### src/rtl/q_table_player.sv
// q_table_player: on-chip Q-factor table with a load port and a valid/ready
// playback engine (one-shot or looped) with a programmable per-sample hold.

module q_table_player #(
  parameter int  Q_WIDTH = 16,
  parameter int  DEPTH   = 256,
  parameter int  HOLD_W  = 8,
  parameter int  WRAP_W  = 16,
  localparam int AW      = $clog2(DEPTH)
) (
  input  logic               clk_i,
  input  logic               rst_i,
  input  logic               load_en_i,
  input  logic [AW-1:0]      load_addr_i,
  input  logic [Q_WIDTH-1:0] load_data_i,
  output logic               load_err_o,
  input  logic [AW:0]        len_i,
  input  logic               loop_mode_i,
  input  logic [HOLD_W-1:0]  hold_cycles_i,
  input  logic               start_i,
  input  logic               stop_i,
  output logic [Q_WIDTH-1:0] q_out_o,
  output logic [AW-1:0]      q_index_o,
  output logic               q_valid_o,
  input  logic               q_ready_i,
  output logic               busy_o,
  output logic               done_o,
  output logic [WRAP_W-1:0]  wrap_count_o
);

  typedef enum logic [2:0] {
    ST_IDLE,
    ST_FETCH,
    ST_PRESENT,
    ST_HOLD,
    ST_DONE
  } state_e;

  localparam logic [AW:0] DEPTH_L = (AW+1)'(DEPTH);

  // Table storage; deliberately not reset so contents survive rst.
  logic [Q_WIDTH-1:0] mem_q [DEPTH];

  state_e              state_q;
  logic [AW:0]         len_q;
  logic                loop_q;
  logic [HOLD_W-1:0]   hold_q;
  logic [HOLD_W-1:0]   holdCnt_q;
  logic [AW-1:0]       index_q;
  logic [WRAP_W-1:0]   wrap_count_q;
  logic [Q_WIDTH-1:0]  q_out_q;
  logic [AW-1:0]       q_index_q;
  logic                q_valid_q;
  logic                busy_q;
  logic                done_q;
  logic                load_err_q;

  logic                isLast_d;
  logic                lenOk_d;
  logic [WRAP_W-1:0]   wrapNext_d;
  state_e              advState_d;
  logic [AW-1:0]       advIndex_d;
  logic [WRAP_W-1:0]   advWrap_d;
  logic                advDone_d;

  // Writes only land while idle so a running playback never sees torn data.
  always_ff @(posedge clk_i) begin
    if (load_en_i && (state_q == ST_IDLE)) begin
      mem_q[load_addr_i] <= load_data_i;
    end
  end

  // Flag a write attempted while busy; it shows up the cycle after.
  always_ff @(posedge clk_i or posedge rst_i) begin
    if (rst_i) begin
      load_err_q <= 1'b0;
    end else begin
      load_err_q <= load_en_i && (state_q != ST_IDLE);
    end
  end

  // ADVANCE action shared by PRESENT (no hold) and the end of HOLD.
  always_comb begin
    lenOk_d    = (len_i != '0) && (len_i <= DEPTH_L);
    isLast_d   = ({1'b0, index_q} == (len_q - (AW+1)'(1)));
    wrapNext_d = (&wrap_count_q) ? wrap_count_q : (wrap_count_q + WRAP_W'(1));
    advState_d = ST_FETCH;
    advIndex_d = index_q + AW'(1);
    advWrap_d  = wrap_count_q;
    advDone_d  = 1'b0;
    if (isLast_d) begin
      if (loop_q) begin
        advIndex_d = '0;
        advWrap_d  = wrapNext_d;
      end else begin
        advState_d = ST_DONE;
        advIndex_d = index_q;
        advDone_d  = 1'b1;
      end
    end
  end

  // Playback FSM; every output is a register updated alongside the state.
  always_ff @(posedge clk_i or posedge rst_i) begin
    if (rst_i) begin
      state_q      <= ST_IDLE;
      len_q        <= '0;
      loop_q       <= 1'b0;
      hold_q       <= '0;
      holdCnt_q    <= '0;
      index_q      <= '0;
      wrap_count_q <= '0;
      q_out_q      <= '0;
      q_index_q    <= '0;
      q_valid_q    <= 1'b0;
      busy_q       <= 1'b0;
      done_q       <= 1'b0;
    end else begin
      done_q <= 1'b0;
      if (stop_i) begin
        state_q   <= ST_IDLE;
        q_valid_q <= 1'b0;
        busy_q    <= 1'b0;
      end else begin
        case (state_q)
          ST_IDLE: begin
            if (start_i) begin
              if (lenOk_d) begin
                len_q        <= len_i;
                loop_q       <= loop_mode_i;
                hold_q       <= hold_cycles_i;
                index_q      <= '0;
                wrap_count_q <= '0;
                busy_q       <= 1'b1;
                state_q      <= ST_FETCH;
              end else begin
                done_q <= 1'b1;
              end
            end
          end
          ST_FETCH: begin
            q_out_q   <= mem_q[index_q];
            q_index_q <= index_q;
            q_valid_q <= 1'b1;
            state_q   <= ST_PRESENT;
          end
          ST_PRESENT: begin
            if (q_ready_i) begin
              q_valid_q <= 1'b0;
              if (hold_q == '0) begin
                state_q      <= advState_d;
                index_q      <= advIndex_d;
                wrap_count_q <= advWrap_d;
                done_q       <= advDone_d;
              end else begin
                holdCnt_q <= hold_q;
                state_q   <= ST_HOLD;
              end
            end
          end
          ST_HOLD: begin
            if (holdCnt_q == HOLD_W'(1)) begin
              state_q      <= advState_d;
              index_q      <= advIndex_d;
              wrap_count_q <= advWrap_d;
              done_q       <= advDone_d;
            end else begin
              holdCnt_q <= holdCnt_q - HOLD_W'(1);
            end
          end
          ST_DONE: begin
            busy_q  <= 1'b0;
            state_q <= ST_IDLE;
          end
          default: begin
            busy_q    <= 1'b0;
            q_valid_q <= 1'b0;
            state_q   <= ST_IDLE;
          end
        endcase
      end
    end
  end

  assign load_err_o   = load_err_q;
  assign q_out_o      = q_out_q;
  assign q_index_o    = q_index_q;
  assign q_valid_o    = q_valid_q;
  assign busy_o       = busy_q;
  assign done_o       = done_q;
  assign wrap_count_o = wrap_count_q;

endmodule
### config.mk
export PLATFORM = sky130hd
export DESIGN_NAME = q_table_player
export DESIGN_NICKNAME = d
export VERILOG_FILES = /design/src/rtl/q_table_player.sv
export SDC_FILE = /design/constraint.sdc
export NUM_CORES = 2
export LEC_CHECK = 0
export ABC_AREA = 0
export BUFFER_PORTS_ARGS = -buffer_cell sky130_fd_sc_hd__buf_2
export CORE_AREA = 2 2 571 573
export DETAILED_ROUTE_END_ITERATION = 8
export DIE_AREA = 0 0 573 575
export PLACE_DENSITY_LB_ADDON = 0.3
export SLEW_MARGIN = 20
export SYNTH_ARGS = -nofsm -noshare
export SYNTH_HDL_FRONTEND = slang
export SYNTH_SLANG_ARGS = --single-unit
### constraint.sdc
create_clock -name clk_i -period 4.1 [get_ports clk_i]
set_input_delay 0 -clock clk_i [delete_from_list [all_inputs] [get_ports clk_i]]
set_output_delay 0 -clock clk_i [all_outputs]
set_load 0.01 [all_outputs]
Word level (Yosys, flattened, before mapping):

Memory sizes are Yosys's and may differ from the RTL's. A register that Yosys moved wholly into a read port is not among the register bits.
Index checks and enable logic that the tools add are counted.

* memories: 1
* output and inout bits: 44
* input bits: 48
* memory bits (writable): 4096
* register bits: 65

* mux-type cells: 48
* add/sub/neg operators: 4
* order comparisons: 1
* eq/ne operators: 19
* bitwise logic cells: 1
* reductions and logical operators: 19

Memories
* mem_q: words 256, width 16, read ports 1, clocked after memory_dff 1, wr ports 1, line 42 `logic [Q_WIDTH-1:0] mem_q [DEPTH];`

Operator list (count)
* $mux 16: 8
* $mux 8: 10
* $pmux 16 s3: 1
* $mux 3: 8
* $pmux 8 s3: 1
* $add 16x1->16 const B: 1
* $pmux 8 s2: 1
* $reduce_and 16->1: 1
* $mux 1: 15
* $ne 2x2->1 const B: 7
* $ne 3x3->1 const B: 4
* $pmux 3 s4: 1
* $eq 8x9->1: 1
* $le 9x9->1 const B: 1
* $reduce_bool 9->1: 1
* $sub 9x1->9 const B: 1
* $add 8x1->8 const B: 1
* $eq 8x1->1 const B: 1
* $logic_not 8->1: 1
* $reduce_and 4->1: 2
* $sub 8x1->8 const B: 1
* $reduce_and 7->1: 1
* $eq 3x2->1 const B: 2
* $pmux 1 s3: 2
* other kinds (13): 19

Logic depth before layout (Yosys ltp):

* depth in word-level cells: 7
* gate-level depth with buffers: 13

Worst setup path before layout:

OpenSTA, ideal clock, no wires.

* kind: register -> register
* from: register state_q[0]
* to: memory mem_q[221][0], enable pin
* stages on the path, launching flop included: 8
* clock period less this slack: 3076 ps
* required time: 3712 ps
* buffers on the path: 2
* setup time: 388 ps
* setup slack: 1024 ps
* arrival time: 2687 ps
* cells stage by stage: dfrtp_1 > clkbuf_1 > nor3_1 > nand2_1 > nor3b_1 > nand3_1 > clkbuf_1 > nor2_1

* cells in the longest elaborated chain, start to end: 4

RTL lines
* start, declared: line 44 `state_e state_q;`
* start signal, assigned: line 151 `state_q <= advState_d;`
* start signal, assigned: line 163 `state_q <= advState_d;`
* $logic_not 3->1: line 68 `if (load_en_i && (state_q == ST_IDLE)) begin`
* $logic_and 1x1->1: line 68
* $mux 1: line 68
* $mux 1 (not written as such): line 69 `mem_q[load_addr_i] <= load_data_i;`
* end, declared: line 42

No other way between the ends.

==> key figures <==
Outcome
  • Status: complete, no violations

Timing
  • Worst-Margin Slew: 1280 ps
  • Final Max Tran Viols: 0
  • Worst Clk Skew: 83.4 ps
  • Final setup viols: 0
  • Minimum clock period: 4060 ps
  • F_max: 247 MHz
  • Count of final hold-check violations: 0
  • Slew headroom: 14.4%
  • Fin crit share: 98.9%
  • RSZ-0062 raised after global routing: no

Finish
  • Fin util: 57.6%
  • Commonest non-fill, non-tap cell in the layout: edfxtp_1
  • Sequential cell area: 125000 um^2
  • FILL cells: 23000
  • Multi-input combinational cell area: 34100 um^2
  • Most frequent cells in the layout: 4096 x edfxtp_1, 1031 x mux4_2, 605 x buf_4
  • Layout cells sized above 1: 30.0%
  • Final Net Count: 8269
  • Final Cell Area: 186000 um^2
  • Area grow syn2layout: 15.7%
  • Final std cells w/o fill: 12900

Worst setup path
  • Critical path type: flip-flop to flip-flop
  • CP bufs+invs: 4
  • Delay-heaviest family, CP: buffers and inverters
  • Worst path cell trace: buf_12, buf_4, buf_12, mux4_2, nor2_1, nor2_1, a221oi_1, nor2_1, nor4_1, buf_4, o32ai_1
  • Crit start category: flip-flop
  • CP max stage delay: 800 ps
  • Worst EP arrival: 4870 ps
  • Most frequent CP cell: nor2_1
  • CP Launch Point: index_q[0]
  • Crit. End Element: flip-flop
  • Worst path slowest cell: a221oi_1
  • WP data required: 4920 ps
  • R2r startpoint: index_q[0]
  • Maximum fanout along the worst path: 23

Clock network
  • CTS tree: yes
  • Root Buffer: clkbuf_16
  • Clock Path Buffers: 4
  • CTS clk-pin slew, worst paths: 60 ps
  • Number of post-CTS setup repair buffers: 0
  • Number of buffers created by CTS: 414
  • Clk sink count: 4177
  • Worst skew pair latency: 1000 ps
  • H-tree depth: 5

Synthesis
  • Post-synth top area share: 76.5%
  • #FFs+latches synth: 4177
  • Synthesized area per cell: 22.0 um^2
  • Mapped cell area: 161000 um^2
  • Xor and xnor fraction of the mapped netlist area: 0.0327%
  • Largest family of logic cells by synthesized area: multiplexers
  • Largest cells by area after synthesis: edfxtp_1 76%, mux4_2 14%, mux2i_1 1.6%, dfrtp_1 1.3%, nor2_1 0.77%
  • Number of enable flip-flop cells after synthesis: 4096
  • Post-synth top flop: edfxtp_1
  • Area share of fa/ha/maj cells after synthesis: 0.0389%
  • Async SR Flop Fraction: 1.94%
  • Post-synthesis sequential area ratio: 77.8%
  • Syn nets: 7374
  • Distinct cells, synth: 71
  • Post-Synth Simple-Gate Area: 2.00%
  • Compound-Gate Fraction of Synth Area: 2.78%
  • Cell taking the most area after synthesis: edfxtp_1
  • Mux cell area share after synthesis: 16.1%
  • Cells after synthesis: 7321
  • Yosys warns: 0

Detailed routing
  • Drt pass-1 iters: 6
  • Post-DRT Antenna Nets: 0
  • Vias/cell: 6.52
  • Wire per inst: 35.8 um
  • Vias: 84100
  • Number of remaining DRC errors: 0
  • Initial DRC Count: 13500
  • WL final: 461000 um

Place
  • DP Area: 172000 um^2
  • Placed Cells: 12000
  • Post-DP HPWL: 278000 um
  • Global placer's final weighted congestion: 0.896
  • Port Buffers: 91

Pwr
  • Pwr per Cell Area: 558 nW/um^2
  • Worst vdd ir: 0.441 mV
  • Leakage: 58.4 nW
  • Tot Pwr: 104 mW

Worst hold path
  • Hold_sp: load_data_i[0]
  • Hold WC Path Type: input port to flip-flop

Floorplan
  • Initial Util: 49.8%
  • Die W: 573 um
  • Core box area: 323000 um^2
  • Die area: 329000 um^2
  • # IOs: 92
  • Height of the die: 575 um
  • # rows: 209

Global route
  • Largest net degree at the start of global routing: 160
  • All-layer global routing usage: 27.8%
  • Grt ovf: 0
  • First-pass GRT wire length: 644000 um
  • Number of global-route vias before repair: 82700
  • Initial antenna violation count: 29

Run
  • MaxCap Viol Count: 0
-- repair_timing --
item,CTS,global route
endpoints found under the hold margin,2648,0
hold buffers,110,0
resized for setup,1,3
endpoints found under the setup margin,1,3
-- cells in the mapped netlist (6+ instances only) --
cell type / instances
a2111oi_0: 7
a211o_1: 7
a211oi_1: 19
a21oi_1: 157
a221o_1: 10
a221oi_1: 64
a22o_1: 19
a22oi_1: 84
a31oi_1: 16
a32oi_1: 8
and2_1: 6
and3_1: 17
buf_1: 60
buf_2: 117
buf_4: 49
buf_6: 7
clkbuf_1: 189
dfrtp_1: 81
edfxtp_1: 4096
inv_1: 13
mux2_2: 14
mux2i_1: 256
mux4_2: 1031
nand2_1: 210
nand2b_1: 9
nand3_1: 46
nand4_1: 11
nor2_1: 332
nor2b_1: 16
nor3_1: 36
nor4_1: 9
o2111ai_1: 7
o211ai_1: 15
o21ai_0: 106
o221ai_1: 47
o22ai_1: 29
o311ai_0: 10
o31ai_1: 10
or3_1: 21
or4_1: 11
xnor2_1: 6
-- routing by layer --
layer / track usage [%] / up-vias / part of all wire [%]
met5: 0 / - / 0.0093
met4: 11.0 / 8 / 4.7
met3: 6.68 / 968 / 12
met2: 42.5 / 5727 / 46
met1: 38.9 / 44500 / 37
li1: - / 32800 / -
-- registers in the layout (all words and copies together), names as in the netlist, 3 cells and up --
register and count:
holdCnt_q 8, state_q 3, q_out_o 16, wrap_count_o 16, hold_q 8, mem_q 4096, index_q 8, q_index_o 8
len_q 9
-- cells by family after synthesis --
family	Yosys count
adders and majority gates	5
and+or+nand+nor	740
AOI/OAI and AO/OA	653
DFF	4177
buffers and inverters	439
xor gates and xnor gates	6
muxes	1301
-- cell type report --
| class | instances | area share (%) |
|---|---|---|
| clock inverter | 251 | 1.33 |
| timing repair buffer | 901 | 4.38 |
| tap | 4325 | 2.91 |
| inverter | 17 | 0.0437 |
| clock buffer | 506 | 5.79 |
| multi-input combinational | 2705 | 18.3 |
| sequential | 4177 | 67.2 |
| antenna | 12 | 0.0161 |
-- per-stage QoR --
stage / setup WS, ps / TNS, ps / hold slack (ps)
after global placement: -120 / -205 / 196
after CTS: 50.8 / 0 / 9.17
after global routing: 34.9 / 0 / 47.1
after floorplan: 1020 / 0 / 98.9
after detailed placement: -106 / -106 / 209
final: 44.9 / 0 / 35.7
-- path summary, 6_finish.rpt --
kind	to	slack (ps)	depth (start not counted)
worst max-delay path	q_out_o[13]	40	11
worst min-delay path	mem_q[229][0]	40	2
worst max register to register	q_out_o[13]	40	11
worst min register to register	busy_o	490	2
max in group asynchronous	index_q[3]	2490	5
min in group asynchronous	wrap_count_o[9]	370	4
-- report_power, final --
group          internal [mW]  switching (mW)
combinational           9.15            9.82
clock                   20.9            16.2
sequential              47.2           0.505
No activity file was read; power rests on OpenSTA's default activity.
